**config.mk**
```make
export PLATFORM = sky130hd
export DESIGN_NAME = m_ext_mul_issue
export DESIGN_NICKNAME = d
export VERILOG_FILES = /design/src/rtl/m_ext_mul_issue.sv
export SDC_FILE = /design/constraint.sdc
export NUM_CORES = 1
export LEC_CHECK = 0
export ABC_AREA = 1
export ABC_CLOCK_PERIOD_IN_PS = 1200
export BUFFER_PORTS_ARGS = -buffer_cell sky130_fd_sc_hd__buf_4
export CORE_ASPECT_RATIO = 1.1
export CORE_MARGIN = 5
export CORE_UTILIZATION = 40
export DETAILED_ROUTE_END_ITERATION = 8
export MAX_ROUTING_LAYER = met4
export PLACE_DENSITY = 0.76
export SYNTH_ARGS = -nofsm -noshare
export SYNTH_HDL_FRONTEND = slang
export SYNTH_SLANG_ARGS = --single-unit
```
**constraint.sdc**
```tcl
create_clock -name clk_i -period 1.2 [get_ports clk_i]
set_input_delay 0.24 -clock clk_i [delete_from_list [all_inputs] [get_ports clk_i]]
set_output_delay 0.24 -clock clk_i [all_outputs]
set_load 0.1 [all_outputs]
```
**src/rtl/m_ext_mul_issue.sv**
```systemverilog
// rtl/m_ext_mul_issue.sv - RV32M multiplier issue/handshake front end; optional result cache under M_ISSUE_REUSE_EN
module m_ext_mul_issue #(
    parameter int TAG_W = 5
) (
    input  logic             clk_i,
    input  logic             rst_i,
    input  logic             flush_i,
    input  logic             req_valid_i,
    output logic             req_ready_o,
    input  logic [2:0]       req_funct3_i,
    input  logic [31:0]      req_rs1_i,
    input  logic [31:0]      req_rs2_i,
    input  logic [TAG_W-1:0] req_tag_i,
    output logic             resp_valid_o,
    input  logic             resp_ready_i,
    output logic [31:0]      resp_result_o,
    output logic [TAG_W-1:0] resp_tag_o,
    output logic             resp_err_o,
    output logic             busy_o,
    output logic             mult_en_o,
    output logic [31:0]      op_A_o,
    output logic [31:0]      op_B_o,
    output logic             signed_A_o,
    output logic             signed_B_o,
    output logic             upper_o,
    input  logic [31:0]      mult_result_i,
    input  logic             mult_done_i
);

    typedef enum logic [2:0] {
        S_IDLE,
        S_LAUNCH,
        S_BUSY,
        S_DRAIN,
        S_RESP
    } state_t;

    state_t      state_q, state_d;
    logic        accept;
    logic        dec_illegal, dec_sa, dec_sb, dec_up;
    logic        cache_hit;
    logic [31:0] cache_result;
    logic        mult_complete;

    assign req_ready_o   = (state_q == S_IDLE) && !flush_i && !rst_i;
    assign accept        = req_valid_i && req_ready_o;
    assign mult_complete = (state_q == S_BUSY) && mult_done_i && !flush_i;

    always_comb begin
        dec_illegal = 1'b0;
        dec_sa      = 1'b0;
        dec_sb      = 1'b0;
        dec_up      = 1'b0;
        case (req_funct3_i)
            3'b000: dec_up = 1'b0;
            3'b001: begin
                dec_sa = 1'b1;
                dec_sb = 1'b1;
                dec_up = 1'b1;
            end
            3'b010: begin
                dec_sa = 1'b1;
                dec_up = 1'b1;
            end
            3'b011: dec_up = 1'b1;
            default: dec_illegal = 1'b1;
        endcase
    end

`ifdef M_ISSUE_REUSE_EN
    logic        cache_valid_q;
    logic [2:0]  cache_funct3_q, funct3_q;
    logic [31:0] cache_rs1_q, cache_rs2_q, cache_result_q;

    assign cache_hit = cache_valid_q && !dec_illegal && (cache_funct3_q == req_funct3_i)
                    && (cache_rs1_q == req_rs1_i) && (cache_rs2_q == req_rs2_i);
    assign cache_result = cache_result_q;

    // Entry survives flushes; only a completed, non-flushed multiply replaces it.
    always_ff @(posedge clk_i) begin
        if (rst_i) begin
            cache_valid_q  <= 1'b0;
            cache_funct3_q <= 3'b000;
            funct3_q       <= 3'b000;
            cache_rs1_q    <= 32'h0;
            cache_rs2_q    <= 32'h0;
            cache_result_q <= 32'h0;
        end else begin
            if (accept) begin
                funct3_q <= req_funct3_i;
            end
            if (mult_complete) begin
                cache_valid_q  <= 1'b1;
                cache_funct3_q <= funct3_q;
                cache_rs1_q    <= op_A_o;
                cache_rs2_q    <= op_B_o;
                cache_result_q <= mult_result_i;
            end
        end
    end
`else
    assign cache_hit    = 1'b0;
    assign cache_result = 32'h0;
`endif

    always_comb begin
        state_d = state_q;
        case (state_q)
            S_IDLE: begin
                if (accept) begin
                    if (dec_illegal || cache_hit) begin
                        state_d = S_RESP;
                    end else begin
                        state_d = S_LAUNCH;
                    end
                end
            end
            S_LAUNCH: state_d = flush_i ? S_DRAIN : S_BUSY;
            S_BUSY: begin
                // A flush landing on the done cycle has nothing left to drain.
                if (flush_i) begin
                    state_d = mult_done_i ? S_IDLE : S_DRAIN;
                end else if (mult_done_i) begin
                    state_d = S_RESP;
                end
            end
            S_DRAIN: begin
                if (mult_done_i) begin
                    state_d = S_IDLE;
                end
            end
            S_RESP: begin
                if (flush_i || resp_ready_i) begin
                    state_d = S_IDLE;
                end
            end
            default: state_d = S_IDLE;
        endcase
    end

    always_ff @(posedge clk_i) begin
        if (rst_i) begin
            state_q       <= S_IDLE;
            resp_valid_o  <= 1'b0;
            busy_o        <= 1'b0;
            mult_en_o     <= 1'b0;
            resp_result_o <= 32'h0;
            resp_tag_o    <= '0;
            resp_err_o    <= 1'b0;
            op_A_o        <= 32'h0;
            op_B_o        <= 32'h0;
            signed_A_o    <= 1'b0;
            signed_B_o    <= 1'b0;
            upper_o       <= 1'b0;
        end else begin
            state_q      <= state_d;
            resp_valid_o <= (state_d == S_RESP);
            busy_o       <= (state_d != S_IDLE);
            mult_en_o    <= (state_d == S_LAUNCH);
            if (accept) begin
                op_A_o        <= req_rs1_i;
                op_B_o        <= req_rs2_i;
                signed_A_o    <= dec_sa;
                signed_B_o    <= dec_sb;
                upper_o       <= dec_up;
                resp_tag_o    <= req_tag_i;
                resp_err_o    <= dec_illegal;
                resp_result_o <= (cache_hit && !dec_illegal) ? cache_result : 32'h0;
            end
            if (mult_complete) begin
                resp_result_o <= mult_result_i;
            end
        end
    end

endmodule

```
==> summary.txt, run 1 <==
Synthesis
  • Yosys top cell area share: 0.5519
  • Post-synth net total: 616
  • Post-synth EDFFs: 0
  • Synth area leader: dfxtp_1
  • Sequential element share of the synthesized area: 0.5519
  • Avg Inst Size Synth: 7.957 sq um
  • FF+latch count, synth: 111
  • Top-count cell post-synth: nor2_1
  • Post-synth top cells: nor2_1 (144), dfxtp_1 (111), o21ai_0 (55), nand2_1 (49), nand3_1 (39)
  • Syn Inst Count: 506
  • Post-synthesis cell area: 4026 sq um
  • Synth top area cells: dfxtp_1 (55%), nor2_1 (13%), o21ai_0 (6.8%)
  • Top FF cell, synth: dfxtp_1
  • Post-synth cell types: 18
  • Synth warn: 0
  • Post-synth ARST share: 0

Placed design
  • Placed cell area: 5954 sq um
  • Buffers on Ports: 218
  • Pre-CTS WS: -0.2012 ns
  • Dpl cells: 827
  • Hpwl dp: 9129 um
  • RePlAce Congestion: 0.8398

CTS
  • Clock root buffer: clkbuf_8
  • Num CTS Buffers: 9
  • Cts hold-fix bufs: 0
  • CTS sink cnt: 111
  • H-tree Lvls: 3
  • Clk buf depth: 2

Outcome
  • Outcome: did not finish
  • First Err: [ERROR DPL-0033] detailed placement checks failed during check placement.
  • Stop stage: global routing

Floorplanning
  • Rows: 38
  • DIE WIDTH: 105.7 um
  • Starting density of the core: 0.4091
  • Num ports: 219
  • Die Y-Extent: 115.2 um

Timing
  • Worst_ep kind: top-level output
  • Worst endpoint after global-route timing repair: req_ready_o

Global routing
  • Pin count of the biggest net entering global routing: 47
  • Initial antenna violation count: 0
==> what timing repair did <==
item                       4_1_cts
buffers inserted                21
setup endpoints to repair      214
gates cloned                    18
pin swaps                       53
gates resized for setup        369
==> metrics by stage <==
stage / hold slack, ns / util / setup TNS, ns
after floorplan: 0.3720 / - / -1.453
after global placement: 0.4531 / 0.6050 / -11.02
after detailed placement: 0.4611 / 0.6050 / -13.41
after CTS: 0.09553 / 0.8237 / -16.48
==> logic make-up after synthesis <==
logic type      count (synthesis)  synth area share
buf+inv                        50           0.07272
compound gates                108            0.1342
flops                         111            0.5519
simple gates                  237            0.2411
==> run 2, diff against run 1 <==
Settings changed: ABC_CLOCK_PERIOD_IN_PS 1200 to 1600, CORE_ASPECT_RATIO 1.1 to not set, CORE_UTILIZATION 40 to 35, MAX_ROUTING_LAYER met4 to not set, PLACE_DENSITY 0.76 to not set, PLACE_DENSITY_LB_ADDON set to 0.15.
Clock period 1.2 ns to 1.6 ns, I/O delays scaled along.
==> run 2 against run 1 <==
Net effect:
- the flow now finishes without violations
- synthesized area unchanged
- synthesized cell count stayed put
==> summary.txt, run 2 <==
Floorplanning
  • DIE WIDTH: 117.3 um
  • Placeable Area: 11370 sq um
  • Die area: 13750 sq um
  • Rows: 39
  • Num ports: 219
  • Starting density of the core: 0.3541
  • Die Y-Extent: 117.3 um

Worst setup path
  • Critical path depth: 4
  • CP max FO: 4
  • CP most frequent cell: nor2_4
  • Worst r2r path cells: 6
  • Req. time, crit path: 1.28 ns
  • Startpoint types: register
  • Crit. End Element: output pin
  • Largest stage delay, worst path: 0.36 ns
  • Critical path, cell by cell: nor2_4, nand2_2, nor2_4, buf_12
  • Worst Path Buf+Inv: 1
  • Critical path arrival: 1.22 ns
  • Slowest-stage cell, CP: dfxtp_4
  • Top delay family on crit path: flip-flops
  • Critical path class: register to output pin

Synthesis
  • FF+latch count, synth: 111
  • Synth top area cells: dfxtp_1 (55%), nor2_1 (13%), o21ai_0 (6.8%)
  • Post-synth top cells: nor2_1 (144), dfxtp_1 (111), o21ai_0 (55), nand2_1 (49), nand3_1 (39)
  • Yosys top cell area share: 0.5519
  • Synth warn: 0
  • Sequential element share of the synthesized area: 0.5519
  • Post-synthesis cell area: 4026 sq um
  • Post-synth cell types: 18
  • Synth area leader: dfxtp_1
  • Avg Inst Size Synth: 7.957 sq um
  • Top-count cell post-synth: nor2_1
  • Post-synth EDFFs: 0
  • Post-synth net total: 616
  • Post-synth ARST share: 0
  • Top FF cell, synth: dfxtp_1
  • Syn Inst Count: 506

Worst hold path
  • Tightest Hold Check Type: input port to register
  • Hold path cells: 3

Timing
  • Tcrit/Tclk final: 0.9646
  • FMAX: 647.9 MHz
  • Slew @ Worst Pin: 0.4126 ns
  • # setup viols final: 0
  • Setup TNS: 0 ns
  • Slew Viols, Final: 0
  • Worst slew margin: 0.7249
  • Tmin final: 1.543 ns
  • Hold Fails Final Rpt: 0
  • Max Clock Skew: 0.005420 ns
  • RSZ-0062 raised after global routing: false

Cells and area
  • Final instance area: 6143 sq um
  • Layout cells sized above 1: 0.3597
  • Fin cells: 863
  • Most frequent cells in the layout: buf_4 (227), nor2_1 (143), dfxtp_1 (109)
  • Area growth, synth to finish: 52.58%
  • Leading cell type in the layout, fill and taps excluded: buf_4
  • Antenna diode count: 0
  • Post-layout util: 0.5403
  • Largest registers: op_A_o: 32 flops, op_B_o: 32 flops, resp_result_o: 32 flops
  • NumNets Final: 826
  • Fillers: 1083

Global routing
  • GR Overflow Total: 0
  • First-pass GRT wire length: 18400 um
  • Via count of the first global-routing pass: 3759
  • Pin count of the biggest net entering global routing: 58
  • Initial antenna violation count: 0
  • Total GRT Usage: 0.1689

CTS
  • TritonCTS clock tree: yes
  • Clk buf depth: 2
  • Clock root buffer: clkbuf_16
  • CTS sink cnt: 111
  • Reg clk slew, reported paths: 0.07 ns
  • H-tree Lvls: 3
  • Num CTS Buffers: 9
  • Skew-Pair Late Insertion Delay: 0.34 ns
  • Cts hold-fix bufs: 0

Power
  • Overall Power: 6.839 mW
  • Sequential Power Share: 0.429
  • Internal: 4.716 mW
  • Sw frac: 0.3105
  • Clock network fraction of total power: 0.344
  • Comb power frac: 0.227
  • Switch Pwr: 2.124 mW
  • Lkg Pwr: 2.779 nW
  • PwrDens: 1113 nW/um^2
  • Max rail drop VDD: 0.0009878 V

Detailed routing
  • DRC errors left: 0
  • Post-DRT Antenna Nets: 0
  • Routed vias/inst: 4.680
  • Drt pass-1 iters: 4
  • Routed len/inst: 14.15 um
  • Total Wirelength: 12210 um
  • Routed vias: 4039
  • Initial DRC count: 300

Run
  • Max-cap check violation count: 0

Placed design
  • Buffers on Ports: 218
  • Placed cell area: 5773 sq um
  • RePlAce Congestion: 0.7762
  • Dpl cells: 843
  • Hpwl dp: 8859 um

Outcome
  • Outcome: complete, no violations
-- run 2: cell counts after synthesis --
Identical to the previous run, type by type.
-- run 2: what timing repair did --
item | 4_1_cts | 5_1_grt
pin swaps | 1 | 1
endpoints found under the setup margin | 1 | 1
endpoints found under the hold margin | 0 | 0
resized for setup | 3 | 4
setup buffers | 1 | 4
-- run 2: path summary, 6_finish.rpt --
kind	slack [ns]	from	end
setup reg to reg	0.23	state_q[1]	op_B_o[19]
hold reg to reg	0.47	signed_A_o	signed_A_o
setup / recovery	0.06	state_q[1]	req_ready_o
hold / removal	0.21	req_rs1_i[23]	op_A_o[23]
-- run 2: worst reg2reg max path: stages (launching register included) --
cell and delay [ns]:
dfxtp_4 0.36, nor2_4 0.11, buf_4 0.14, nand4_4 0.13
buf_12 0.22, o21ai_0 0.25, nor2_1 0.06
-- run 2: metrics by stage --
stage | hold slack [ns] | setup WS, ns
after floorplan | 0.4656 | 0.07378
after global placement | 0.4577 | 0.1605
after detailed placement | 0.4601 | 0.1443
after CTS | 0.1954 | 0.01332
after global routing | 0.2151 | 0.003665
final | 0.2120 | 0.05663
-- run 2: final cells by class --
class	instances	area, sq um	area share
clock buffer	11	242.7	0.03951
tap	143	178.9	0.02912
inverter	15	58.81	0.009572
clock inverter	4	70.07	0.01141
sequential	111	2227	0.3625
multi-input combinational	345	1521	0.2477
timing repair buffer	234	1844	0.3002
-- run 2: power groups by stage --
| stage | Combinational (mW) | Sequential (mW) | Clock [mW] |
|---|---|---|---|
| 2_1_floorplan | 0.307 | 3.77 | 0 |
| 3_3_place_gp | 1.54 | 2.99 | 0 |
| 3_5_place_dp | 1.55 | 3.00 | 0 |
| 4_1_cts | 1.56 | 2.93 | 2.42 |
| 5_1_grt | 1.64 | 2.94 | 2.54 |
| 6_report | 1.55 | 2.93 | 2.35 |
-- run 2: layer usage --
metal  vias to the layer above  wire length (um)  track usage
met5                         -                 0            0
met4                         0               206      0.05352
met3                        12              1353      0.07661
met2                       155              5931       0.2749
met1                      1819              4716       0.1991
li1                       2053                 -            -
-- run 2: cell families (layout without fill, tap and decap cells) --
| family | after synthesis | count (layout) | share of synthesized area |
|---|---|---|---|
| AND/OR/NAND/NOR | 237 | 237 | 0.2411 |
| flip-flops | 111 | 111 | 0.5519 |
| AO/OA/AOI/OAI | 108 | 108 | 0.1342 |
| buffers and inverters | 50 | 264 | 0.07272 |
Power figures use the tool's default switching activity.
==> run 3, diff against run 2 <==
Settings changed: CELL_PAD_IN_SITES_DETAIL_PLACEMENT set to 1, CELL_PAD_IN_SITES_GLOBAL_PLACEMENT set to 1, CORE_UTILIZATION 35 to 30.
==> run 3 against run 2 <==
Net effect:
- combinational power barely moved
- power fell by 3.6%
- critical endpoint unchanged
- maximum frequency rose by 1.5%
- non-clock buffer count did not move
- largest power group unchanged
- wire length rose by 12%
- critical path type unchanged
- final cell count rose by 3.8%
- first-iteration DRC count fell by 25%
==> summary.txt, run 3 (same netlist as run 2, synthesis figures left out) <==
Timing
  • Slew @ Worst Pin: 0.4033 ns
  • Worst setup margin: 0.07870 ns
  • FMAX: 657.3 MHz
  • Tmin final: 1.521 ns
  • Tcrit/Tclk final: 0.9508
  • Setup TNS: 0 ns
  • WHS: 0.2025 ns
  • # setup viols final: 0
  • Slew Viols, Final: 0
  • Worst slew margin: 0.7311
  • RSZ-0062 raised after global routing: false
  • Max Clock Skew: 0.005514 ns
  • Hold Fails Final Rpt: 0

Cells and area
  • Antenna diode count: 0
  • Post-layout util: 0.4635
  • Fillers: 1644
  • Layout cells sized above 1: 0.3583
  • Fin cells: 896
  • Leading cell type in the layout, fill and taps excluded: buf_4
  • Area growth, synth to finish: 51.83%
  • NumNets Final: 826
  • Most frequent cells in the layout: buf_4 (229), nor2_1 (143), dfxtp_1 (110)
  • Largest registers: op_A_o: 32 flops, op_B_o: 32 flops, resp_result_o: 32 flops

Power
  • PwrDens: 1078 nW/um^2
  • Comb power frac: 0.236
  • Sequential Power Share: 0.445
  • Switch Pwr: 2.192 mW
  • Clock network fraction of total power: 0.318
  • Sw frac: 0.3327
  • Max rail drop VDD: 0.0006790 V
  • Internal: 4.398 mW
  • Lkg Pwr: 2.743 nW

Floorplanning
  • DIE WIDTH: 125.9 um
  • Starting density of the core: 0.3053
  • Placeable Area: 13190 sq um
  • Num ports: 219
  • Die Y-Extent: 125.9 um
  • Die area: 15840 sq um
  • Rows: 42

CTS
  • Reg clk slew, reported paths: 0.07 ns
  • Clk buf depth: 2
  • Num CTS Buffers: 9
  • TritonCTS clock tree: yes
  • H-tree Lvls: 3
  • Cts hold-fix bufs: 0
  • Skew-Pair Late Insertion Delay: 0.35 ns
  • Clock root buffer: clkbuf_16
  • CTS sink cnt: 111

Worst setup path
  • Crit. End Element: output pin
  • Critical path arrival: 1.20 ns
  • CP max FO: 2
  • Critical path class: register to output pin
  • Startpoint types: register
  • Req. time, crit path: 1.28 ns

Global routing
  • Via count of the first global-routing pass: 4243
  • GR Overflow Total: 0
  • Total GRT Usage: 0.1698
  • Initial antenna violation count: 0
  • First-pass GRT wire length: 21840 um
  • Pin count of the biggest net entering global routing: 78

Worst hold path
  • Tightest Hold Check Type: input port to register

Placed design
  • Pre-CTS WS: 0.09605 ns
  • Buffers on Ports: 218
  • Dpl cells: 877
  • RePlAce Congestion: 0.7693
  • Hpwl dp: 10130 um

Detailed routing
  • Routed len/inst: 15.23 um
  • Routed vias: 4126
  • Drt pass-1 iters: 4
  • Total Wirelength: 13650 um
  • Initial DRC count: 225
  • Post-DRT Antenna Nets: 0
  • Routed vias/inst: 4.605
  • DRC errors left: 0

Run
  • Max-cap check violation count: 0

Outcome
  • Outcome: complete, no violations
[run 3: worst max-delay path, cell delays in order, from the launching register on]
cell     delay [ns]
dfxtp_1        0.34
nor2_4         0.12
nand2_1        0.09
nor2_4         0.12
buf_12         0.18
[run 3: what timing repair did]
action | CTS | global route
gates resized for setup | 4 | 0
cloned | 0 | 0
setup endpoints to repair | 1 | 1
buffers inserted | 2 | 2
pin swaps | 2 | 1
[run 3: metrics by stage]
stage / power, mW / cell area, sq um
CTS: 6.700 / 6098
detailed placement: 4.557 / 5797
floorplan: 4.078 / 4034
finish: 6.591 / 6113
global route: 6.886 / 6113
global placement: 4.533 / 5797
[run 3: worst paths after layout]
| kind | from | end | slack (ns) | depth (start not counted) |
|---|---|---|---|---|
| setup / recovery | state_q[0] | req_ready_o | 0.08 | 4 |
| hold / removal | req_rs1_i[26] | op_A_o[26] | 0.20 | 3 |
| setup reg to reg | state_q[2] | resp_result_o[0] | 0.23 | 6 |
| hold reg to reg | upper_o | upper_o | 0.47 | 2 |
[run 3: power by group through the flow]
| stage | clock network, mW | logic (mW) | registers [mW] |
|---|---|---|---|
| finish | 2.10 | 1.56 | 2.93 |
| CTS | 2.19 | 1.57 | 2.93 |
| global route | 2.29 | 1.64 | 2.95 |
| detailed placement | 0 | 1.56 | 3.00 |
| global placement | 0 | 1.54 | 2.99 |
| floorplan | 0 | 0.307 | 3.77 |
[run 3: layout make-up]
| class | instances | area, sq um | area share |
|---|---|---|---|
| clock buffer | 10 | 239.0 | 0.03909 |
| clock inverter | 5 | 33.78 | 0.005526 |
| inverter | 15 | 58.81 | 0.009619 |
| multi-input combinational | 345 | 1519 | 0.2485 |
| sequential | 111 | 2223 | 0.3637 |
| tap | 176 | 220.2 | 0.03602 |
| timing repair buffer | 234 | 1819 | 0.2976 |
[run 3: per-layer routing]
metal,global-route usage,share of wire,routed length (um)
met5,0,0,0
met4,0.03785,0.0092,126
met3,0.06986,0.082,1114
met2,0.2901,0.50,6787
met1,0.2008,0.41,5621
